File: src/rtl/gcd_seq_pkg.sv
// ----------------------------------------------------------------------------
// gcd_seq_pkg
// Shared definitions for the GCD sequencer:
//   - default WIDTH / TIMEOUT / CNT_W values
//   - state_t : sequencer FSM states
// No ports (package).
// ----------------------------------------------------------------------------
package gcd_seq_pkg;

    localparam int DEF_WIDTH   = 16;     // operand/result width of the GCD datapath
    localparam int DEF_TIMEOUT = 70000;  // RUN cycles allowed before abort
    localparam int DEF_CNT_W   = 17;     // wide enough to reach DEF_TIMEOUT without wrap

    typedef enum logic [1:0] {
        IDLE = 2'd0,  // waiting for an operand pair
        LOAD = 2'd1,  // one-cycle load strobe into the GCD
        RUN  = 2'd2,  // GCD iterating, cycle counter running
        DONE = 2'd3   // result presented until the consumer takes it
    } state_t;

endpackage : gcd_seq_pkg

File: src/rtl/gcd_sequencer_if.sv
// ----------------------------------------------------------------------------
// gcd_sequencer_if
// Bundles the sequencer's handshake and GCD-side signals.
//   Operand side : in_valid, in_ready, in_a, in_b
//   Result side  : out_valid, out_ready, out_z, out_err, out_cycles
//   GCD side     : gcd_a, gcd_b, gcd_e (to GCD), gcd_z, gcd_v (from GCD)
// Modports:
//   master : the sequencer itself
//   slave  : its surroundings (producer, consumer and the GCD instance)
// ----------------------------------------------------------------------------
interface gcd_sequencer_if #(
    parameter int WIDTH = gcd_seq_pkg::DEF_WIDTH,
    parameter int CNT_W = gcd_seq_pkg::DEF_CNT_W
);

    logic             in_valid;
    logic             in_ready;
    logic [WIDTH-1:0] in_a;
    logic [WIDTH-1:0] in_b;

    logic             out_valid;
    logic             out_ready;
    logic [WIDTH-1:0] out_z;
    logic             out_err;
    logic [CNT_W-1:0] out_cycles;

    logic [WIDTH-1:0] gcd_a;
    logic [WIDTH-1:0] gcd_b;
    logic             gcd_e;
    logic [WIDTH-1:0] gcd_z;
    logic             gcd_v;

    modport master (
        input  in_valid, in_a, in_b, out_ready, gcd_z, gcd_v,
        output in_ready, out_valid, out_z, out_err, out_cycles, gcd_a, gcd_b, gcd_e
    );

    modport slave (
        output in_valid, in_a, in_b, out_ready, gcd_z, gcd_v,
        input  in_ready, out_valid, out_z, out_err, out_cycles, gcd_a, gcd_b, gcd_e
    );

endinterface : gcd_sequencer_if

File: src/rtl/gcd_sequencer.sv
// ----------------------------------------------------------------------------
// gcd_sequencer
// Drives an iterative GCD core that sits beside it at the parent level:
// accepts one operand pair, pulses the GCD load strobe for one cycle, counts
// RUN cycles until the GCD reports valid (or the count reaches TIMEOUT), then
// holds the result until the consumer takes it. A zero first operand is
// answered directly (out_z = in_b) because the GCD never terminates for it.
//
// Ports:
//   clk   : rising-edge clock
//   reset : asynchronous, active-high reset
//   bus   : gcd_sequencer_if.master (operand, result and GCD-side signals)
// ----------------------------------------------------------------------------
module gcd_sequencer
    import gcd_seq_pkg::*;
#(
    parameter int WIDTH   = DEF_WIDTH,
    parameter int TIMEOUT = DEF_TIMEOUT,
    parameter int CNT_W   = DEF_CNT_W
) (
    input  logic            clk,
    input  logic            reset,
    gcd_sequencer_if.master bus
);

    state_t           state;
    state_t           state_next;

    logic [WIDTH-1:0] op_a;
    logic [WIDTH-1:0] op_b;
    logic [CNT_W-1:0] cnt;
    logic [CNT_W-1:0] cnt_inc;
    logic             timeout_hit;

    logic [WIDTH-1:0] res_z;
    logic             res_err;
    logic [CNT_W-1:0] res_cycles;

    // The result counts the RUN cycle in which gcd_v is seen, so the compare
    // and the captured cycle count both use the incremented value.
    assign cnt_inc     = cnt + CNT_W'(1);
    assign timeout_hit = (cnt_inc == CNT_W'(TIMEOUT));

    // ------------------------------------------------------------------
    // State register
    // ------------------------------------------------------------------
    always_ff @(posedge clk or posedge reset) begin
        if (reset) begin
            state <= IDLE;
        end else begin
            // NOTE: clocked state uses non-blocking assignments so every
            // register samples the pre-edge values of its neighbours.
            state <= state_next;
        end
    end

    // ------------------------------------------------------------------
    // Operand, counter and result registers
    // ------------------------------------------------------------------
    always_ff @(posedge clk or posedge reset) begin
        if (reset) begin
            op_a       <= '0;
            op_b       <= '0;
            cnt        <= '0;
            res_z      <= '0;
            res_err    <= 1'b0;
            res_cycles <= '0;
        end else begin
            case (state)
                IDLE: begin
                    if (bus.in_valid) begin
                        op_a <= bus.in_a;
                        op_b <= bus.in_b;
                        // Counter starts from zero for the LOAD that follows.
                        cnt  <= '0;
                        if (bus.in_a == '0) begin
                            res_z      <= bus.in_b;
                            res_err    <= 1'b0;
                            res_cycles <= '0;
                        end
                    end
                end
                RUN: begin
                    cnt <= cnt_inc;
                    // gcd_v wins over a timeout landing in the same cycle.
                    if (bus.gcd_v) begin
                        res_z      <= bus.gcd_z;
                        res_err    <= 1'b0;
                        res_cycles <= cnt_inc;
                    end else if (timeout_hit) begin
                        res_z      <= '0;
                        res_err    <= 1'b1;
                        res_cycles <= cnt_inc;
                    end
                end
                default: ;  // LOAD and DONE hold everything
            endcase
        end
    end

    // ------------------------------------------------------------------
    // Next state and outputs
    // ------------------------------------------------------------------
    always_comb begin
        // NOTE: every signal written here gets a default first, so no path
        // through the case statement can infer a latch.
        state_next     = state;
        bus.in_ready   = 1'b0;
        bus.gcd_e      = 1'b0;
        bus.out_valid  = 1'b0;
        bus.gcd_a      = op_a;
        bus.gcd_b      = op_b;
        bus.out_z      = res_z;
        bus.out_err    = res_err;
        bus.out_cycles = res_cycles;

        case (state)
            IDLE: begin
                bus.in_ready = 1'b1;
                if (bus.in_valid) begin
                    state_next = (bus.in_a == '0) ? DONE : LOAD;
                end
            end
            LOAD: begin
                // gcd_v still reflects the previous job here; it is ignored.
                bus.gcd_e  = 1'b1;
                state_next = RUN;
            end
            RUN: begin
                if (bus.gcd_v || timeout_hit) begin
                    state_next = DONE;
                end
            end
            DONE: begin
                bus.out_valid = 1'b1;
                if (bus.out_ready) begin
                    state_next = IDLE;
                end
            end
            default: state_next = IDLE;
        endcase
    end

endmodule : gcd_sequencer

File: src/flat_wrapper.sv
// flat-port wrapper written by rule: the top's interface ports become plain ports
module gcd_sequencer_flat import gcd_seq_pkg::*;
#(
    parameter int WIDTH   = DEF_WIDTH,
    parameter int TIMEOUT = DEF_TIMEOUT,
    parameter int CNT_W   = DEF_CNT_W
)
  (clk, reset, bus_in_valid, bus_in_a, bus_in_b, bus_out_ready, bus_gcd_z, bus_gcd_v, bus_in_ready, bus_out_valid, bus_out_z, bus_out_err, bus_out_cycles, bus_gcd_a, bus_gcd_b, bus_gcd_e);
  gcd_sequencer_if #(.WIDTH(WIDTH), .CNT_W(CNT_W)) bus_i ();
  input  logic clk;
  input  logic reset;
  input wire logic [$bits(bus_i.in_valid)-1:0] bus_in_valid;
  input wire logic [$bits(bus_i.in_a)-1:0] bus_in_a;
  input wire logic [$bits(bus_i.in_b)-1:0] bus_in_b;
  input wire logic [$bits(bus_i.out_ready)-1:0] bus_out_ready;
  input wire logic [$bits(bus_i.gcd_z)-1:0] bus_gcd_z;
  input wire logic [$bits(bus_i.gcd_v)-1:0] bus_gcd_v;
  output wire logic [$bits(bus_i.in_ready)-1:0] bus_in_ready;
  output wire logic [$bits(bus_i.out_valid)-1:0] bus_out_valid;
  output wire logic [$bits(bus_i.out_z)-1:0] bus_out_z;
  output wire logic [$bits(bus_i.out_err)-1:0] bus_out_err;
  output wire logic [$bits(bus_i.out_cycles)-1:0] bus_out_cycles;
  output wire logic [$bits(bus_i.gcd_a)-1:0] bus_gcd_a;
  output wire logic [$bits(bus_i.gcd_b)-1:0] bus_gcd_b;
  output wire logic [$bits(bus_i.gcd_e)-1:0] bus_gcd_e;
  assign bus_i.in_valid = bus_in_valid;
  assign bus_i.in_a = bus_in_a;
  assign bus_i.in_b = bus_in_b;
  assign bus_i.out_ready = bus_out_ready;
  assign bus_i.gcd_z = bus_gcd_z;
  assign bus_i.gcd_v = bus_gcd_v;
  assign bus_in_ready = bus_i.in_ready;
  assign bus_out_valid = bus_i.out_valid;
  assign bus_out_z = bus_i.out_z;
  assign bus_out_err = bus_i.out_err;
  assign bus_out_cycles = bus_i.out_cycles;
  assign bus_gcd_a = bus_i.gcd_a;
  assign bus_gcd_b = bus_i.gcd_b;
  assign bus_gcd_e = bus_i.gcd_e;
  gcd_sequencer #(.WIDTH(WIDTH), .TIMEOUT(TIMEOUT), .CNT_W(CNT_W)) u_core (.clk(clk), .reset(reset), .bus(bus_i));
endmodule
File: config.mk
export PLATFORM = sky130hd
export DESIGN_NAME = gcd_sequencer_flat
export DESIGN_NICKNAME = d
export VERILOG_FILES = /design/src/rtl/gcd_seq_pkg.sv /design/src/rtl/gcd_sequencer_if.sv /design/src/rtl/gcd_sequencer.sv /design/src/flat_wrapper.sv
export SDC_FILE = /design/constraint.sdc
export NUM_CORES = 1
export LEC_CHECK = 0
export BUFFER_PORTS_ARGS = -buffer_cell sky130_fd_sc_hd__buf_2
export CAP_MARGIN = 20
export CORE_MARGIN = 4
export CORE_UTILIZATION = 53
export DETAILED_ROUTE_END_ITERATION = 10
export GPL_ROUTABILITY_DRIVEN = 0
export PLACE_DENSITY = 0.81
export SYNTH_ARGS = -nofsm -noshare
export SYNTH_HDL_FRONTEND = slang
export SYNTH_SLANG_ARGS = --single-unit
export TNS_END_PERCENT = 5
File: constraint.sdc
create_clock -name clk -period 3.18 [get_ports clk]
set_input_delay 0.159 -clock clk [delete_from_list [all_inputs] [get_ports clk]]
set_output_delay 0.159 -clock clk [all_outputs]
set_load 0.05 [all_outputs]
[Word level (Yosys, flattened, before mapping)]
Index checks and enable logic that the tools add are counted.
Word-level totals
  register bits: 85
  bits in latches: 0
  RAM bits: 0
  bits in read-only memories: 0
  input port bits: 53
  output and inout bits: 69
  memories: 0
Operators by class
  $add $sub $neg: 1
  multiply operators: 0
  divide/modulo/power cells: 0
  $lt $le $gt $ge: 0
  equal/unequal tests: 9
  shift-type cells: 0
  mux-type cells: 25
  bitwise gates (word level): 0
  reduce and logical (&&, ||, !) cells: 8
Operators by type and width (number)
  $mux 17: 5
  $pmux 17 s2: 2
  $mux 16: 4
  $pmux 16 s2: 1
  $add 17x1->17 const B: 1
  $eq 17x17->1 const B: 1
  $logic_not 16->1: 1
  $mux 2: 4
  $pmux 2 s4: 1
  $mux 1: 7
  $eq 2x2->1 const B: 2
  $ne 2x1->1 const B: 2
  $ne 2x2->1 const B: 2
  $reduce_and 2->1: 2
  $reduce_and 4->1: 1
  $ne 3x2->1 const B: 1
  $reduce_and 3->1: 1
  $eq 2x1->1 const B: 1
  $logic_not 2->1: 1
  $pmux 1 s2: 1
  $reduce_bool 2->1: 1
  $logic_or 1x1->1: 1

[Longest topological paths before layout]
  word-level depth: 5
  gate-level depth with buffers: 10

[Least setup slack after synthesis]
Ideal clock, no wire load.
  path type: register -> register
  start: register u_core.state[0]
  end: register u_core.res_cycles[0] (netlist: u_core.bus.out_cycles[0])
  library setup time: 0.125 ns
  arrival time: 2.591 ns
  data required time: 3.055 ns
  setup slack: 0.464 ns
  stages on the path, launching flop included: 11
  period minus slack after synthesis: 2.716 ns
  path through: dfrtp_1 > inv_1 > ha_1 > nor4b_1 > nand2_1 > o31ai_1 > nand2_1 > o41a_1 > buf_6 > buf_12 > mux2_4
On the way
  word-level cells in the longest chain between the ends: 3
Ends and longest elaborated chain
  from (decl): RTL line gcd_sequencer.sv:26  | state_t state;
  from (signal assigned): RTL line gcd_sequencer.sv:53  | state <= state_next;
  $eq 2x2->1 or $logic_not 2->1 (tied branches): RTL line gcd_sequencer.sv:69  | case (state)
  $ne 3x2->1 (no source line) (tied with other cells)
  $reduce_and 4->1 (no source line)
  to (signal assigned): RTL line gcd_sequencer.sv:89  | res_cycles <= cnt_inc;
  to (signal assigned): RTL line gcd_sequencer.sv:93  | res_cycles <= cnt_inc;
  to (decl): RTL line gcd_sequencer.sv:37  | logic [CNT_W-1:0] res_cycles;
Several ways; a longest one is shown, not always the timed one.
A chain may end at the register's enable or synchronous reset.

[Worst setup path in the final report]
  start: register u_core.cnt[0]
  end: register u_core.res_z[11] (netlist: u_core.bus.out_z[11])
On the way
  word-level cells in the longest chain between the ends: 4
Ends and longest elaborated chain
  from (decl): RTL line gcd_sequencer.sv:31  | logic [CNT_W-1:0] cnt;
  from (signal assigned): RTL line gcd_sequencer.sv:84  | cnt <= cnt_inc;
  $add 17x1->17: RTL line gcd_sequencer.sv:41  | assign cnt_inc = cnt + CNT_W'(1);
  $eq 17x17->1: RTL line gcd_sequencer.sv:42  | assign timeout_hit = (cnt_inc == CNT_W'(TIMEOUT));
  $ne 3x2->1 (no source line)
  $reduce_and 4->1 (no source line)
  to (signal assigned): RTL line gcd_sequencer.sv:77  | res_z <= bus.in_b;
  to (signal assigned): RTL line gcd_sequencer.sv:87  | res_z <= bus.gcd_z;
  to (decl): RTL line gcd_sequencer.sv:35  | logic [WIDTH-1:0] res_z;
No other way between the ends.

==> flow_summary.toml <==
[timing]
fmax_mhz = 330
final.setup_skew_ps = 13.3
setup_viol = 0
fin_crit_sh_pct = 95.2
maxSlewViolCount = 0
setup-tns-final_ps = 0
relSlewSlack_pct = 58.2
rsz0062_at_grt = "false"
hold_violations = 0
tightest_slew_ps = 627
fin_crit_ps = 3030

[detailed_routing]
dr.pass1.iters = 4
wl_per_cell_um = 15.6
ant_nets = 0
vias = 3463
wl_met1_um = 4260
dr_wl_met3_um = 575
via_per_inst = 5.33
routed.top_layer = "met4"
route.met2.wl_um = 4980
drtIter0Drc = 212
routed_wl_um = 10100
drc = 0

[global_routing]
grt_pass1_wl_um = 17000
gr-total-overflow = 0
grt_max_degree = 61
antenna_found_initial = 0
first_global_vias = 3497
grtUsageTotal_pct = 21.4

[power]
power.share.combinational_pct = 53.9
p_per_area_nw_per_um2 = 1070
p_int_uw = 2790
vdd_drop_max_uv = 581
p_clk_share_pct = 15.5
p_sw_share_pct = 50.5
pwr-share-seq_pct = 30.6
leakage_uw = 0.00275
p_switching_uw = 2850

[critical_path]
crit_path_max_fanout = 30
end_kind = "flip-flop"
startpoint = "u_core.cnt[0]"
r2r_start = "u_core.cnt[0]"
crit_required_ps = 3420
cp-start-kind = "flip-flop"
worstSetupPathType = "reg -> reg"
critPathArrivalTime_ps = 3270

[min_path]
min_from = "bus_in_a[3]"
hp-class = "in -> reg"

[synth]
synth.top_cell.area_share_pct = 48.4
yosysSeqAreaShare_pct = 48.4
synth_edf_count = 0
synth_area_leader_cell = "dfrtp_1"
synth_area_sq_um = 4400
async_flop_share_pct = 100
synthFlopType = "dfrtp_1"
yosysWarnings = 0
synth_seq_cells = 85
synth_area_per_cell_sq_um = 10.2
synth_cell_types = 50
synthCells = 431
synth_area_leaders = "dfrtp_1, mux2_4, nand2_1"
synth_nets = 490

[cells_and_area]
layout.nets = 602
area_delta_synth_final_pct = 20.0
stdcell_area_sq_um = 5280
drive_above_1_share_pct = 34.5
antennaDiodeCount = 0

[placement]
io_buffers = 121
dp_hpwl_um = 7560
dpl_cell_area_sq_um = 5020

[clocking]
cts_resized = 0
clk_pin_slew_ps = 90
cts.sinks = 85
htreeDepth = 3
cts_buffer_depth = 2
cts_tree = "yes"
cts_made_buffers = 9
worstSkewPairLatency_ps = 360
cts_hold_buffers = 0
postCtsSetupRepairBufs = 0
cts_root_buffer = "clkbuf_8"

[floorplan]
coreArea_sq_um = 7890
rows = 32
dieWidth_um = 99.1
io_pins = 122
die_area_sq_um = 9820
start_util_pct = 55.7
die_h_um = 99.1

[status]
status = "finished, final reports clean"

[job]
drv_cap = 0
-- worst max-delay path: stages (launching register included) --
cell and delay [ps]:
dfrtp_1 490, ha_1 270, buf_4 180, nor3b_1 200
a31oi_1 80, a211oi_1 350, o2111ai_1 240, o41a_2 560
buf_12 210, mux2_4 310
-- registers in the layout (all words and copies together) (netlist names) --
name / cells
u_core.bus.out_z: 16
u_core.cnt: 17
u_core.bus.gcd_b: 16
u_core.bus.out_err: 1
u_core.bus.out_cycles: 17
u_core.state: 2
u_core.bus.gcd_a: 16
-- Yosys cell counts (all sizes together), types with 9 or more instances --
cell	n
dfrtp	85
nand2	71
o21ai	53
mux2	38
inv	34
clkbuf	18
mux2i	13
buf	12
xor2	11
nor2	10
nand3	9
xnor2	9
-- per-stage QoR --
step | std cells | power [uW] | setup WS, ps | hold slack (ps) | utilization [%]
CTS | 648 | 5680 | 184 | 28.7 | 66.5
finish | 650 | 5640 | 153 | 48.4 | 66.9
global placement | 632 | 4740 | 396 | 400 | 63.7
global route | 650 | 5930 | 44.9 | 41.4 | 66.9
floorplan | 431 | 4120 | 464 | 310 | -
detailed placement | 632 | 4800 | 250 | 414 | 63.7
-- kinds of logic after synthesis --
family                     after synthesis  synth area share (%)
adders and majority gates                6                  1.71
xor gates and xnor gates                20                  3.98
muxes                                   51                  14.2
DFF                                     85                  48.4
and+or+nand+nor                        129                  14.5
buffers and inverters                   64                  7.09
AOI/OAI and AO/OA                       76                  10.1
-- power groups by stage --
stage | clock network, uW | registers [uW] | logic (uW)
floorplan | 0 | 3100 | 1020
global placement | 0 | 1730 | 3010
detailed placement | 0 | 1750 | 3060
CTS | 889 | 1720 | 3060
global route | 938 | 1790 | 3210
finish | 872 | 1730 | 3040
-- path summary, 6_finish.rpt --
kind                                         to  slack (ps)  cells after the start
max in group asynchronous    u_core.bus.out_err        2070                      5
min in group asynchronous   u_core.bus.gcd_a[0]         310                      3
hold reg to reg             u_core.bus.gcd_b[2]         480                      2
setup reg to reg           u_core.bus.out_z[11]         150                      9
setup / recovery           u_core.bus.out_z[11]         150                      9
hold / removal              u_core.bus.gcd_a[3]          50                      2
-- layer usage --
metal  track usage, %  up-vias
met1             28.2     1651
met3             3.82       28
met4             9.66        0
met2             34.3      115
met5                0        -
li1                 -     1669
-- cell type report --
cell class	count	area, sq um
fill	579	2610
sequential	85	2130
multi-input combinational	282	1960
timing repair buffer	131	708
inverter	34	129
tap	102	128
clock buffer	9	124
clock inverter	7	103
-- placed cells by master, fill, tap and decap left out, types with 2 or more instances in the layout --
master	n
a21o_1	2
a21oi_1	2
a31oi_1	3
and2_1	3
and3_1	6
buf_12	2
buf_2	121
buf_4	7
bufinv_16	2
clkbuf_8	9
clkinv_2	2
dfrtp_1	85
ha_1	6
inv_1	33
inv_6	3
mux2_2	20
mux2_4	18
mux2i_1	13
nand2_1	71
nand2b_1	4
nand3_1	9
nor2_1	10
nor2b_1	7
nor3_1	4
nor4_1	3
o21ai_0	53
o31ai_1	5
or2_0	2
xnor2_1	9
xor2_1	11
Note: power is estimated with default switching activity, not from simulation.
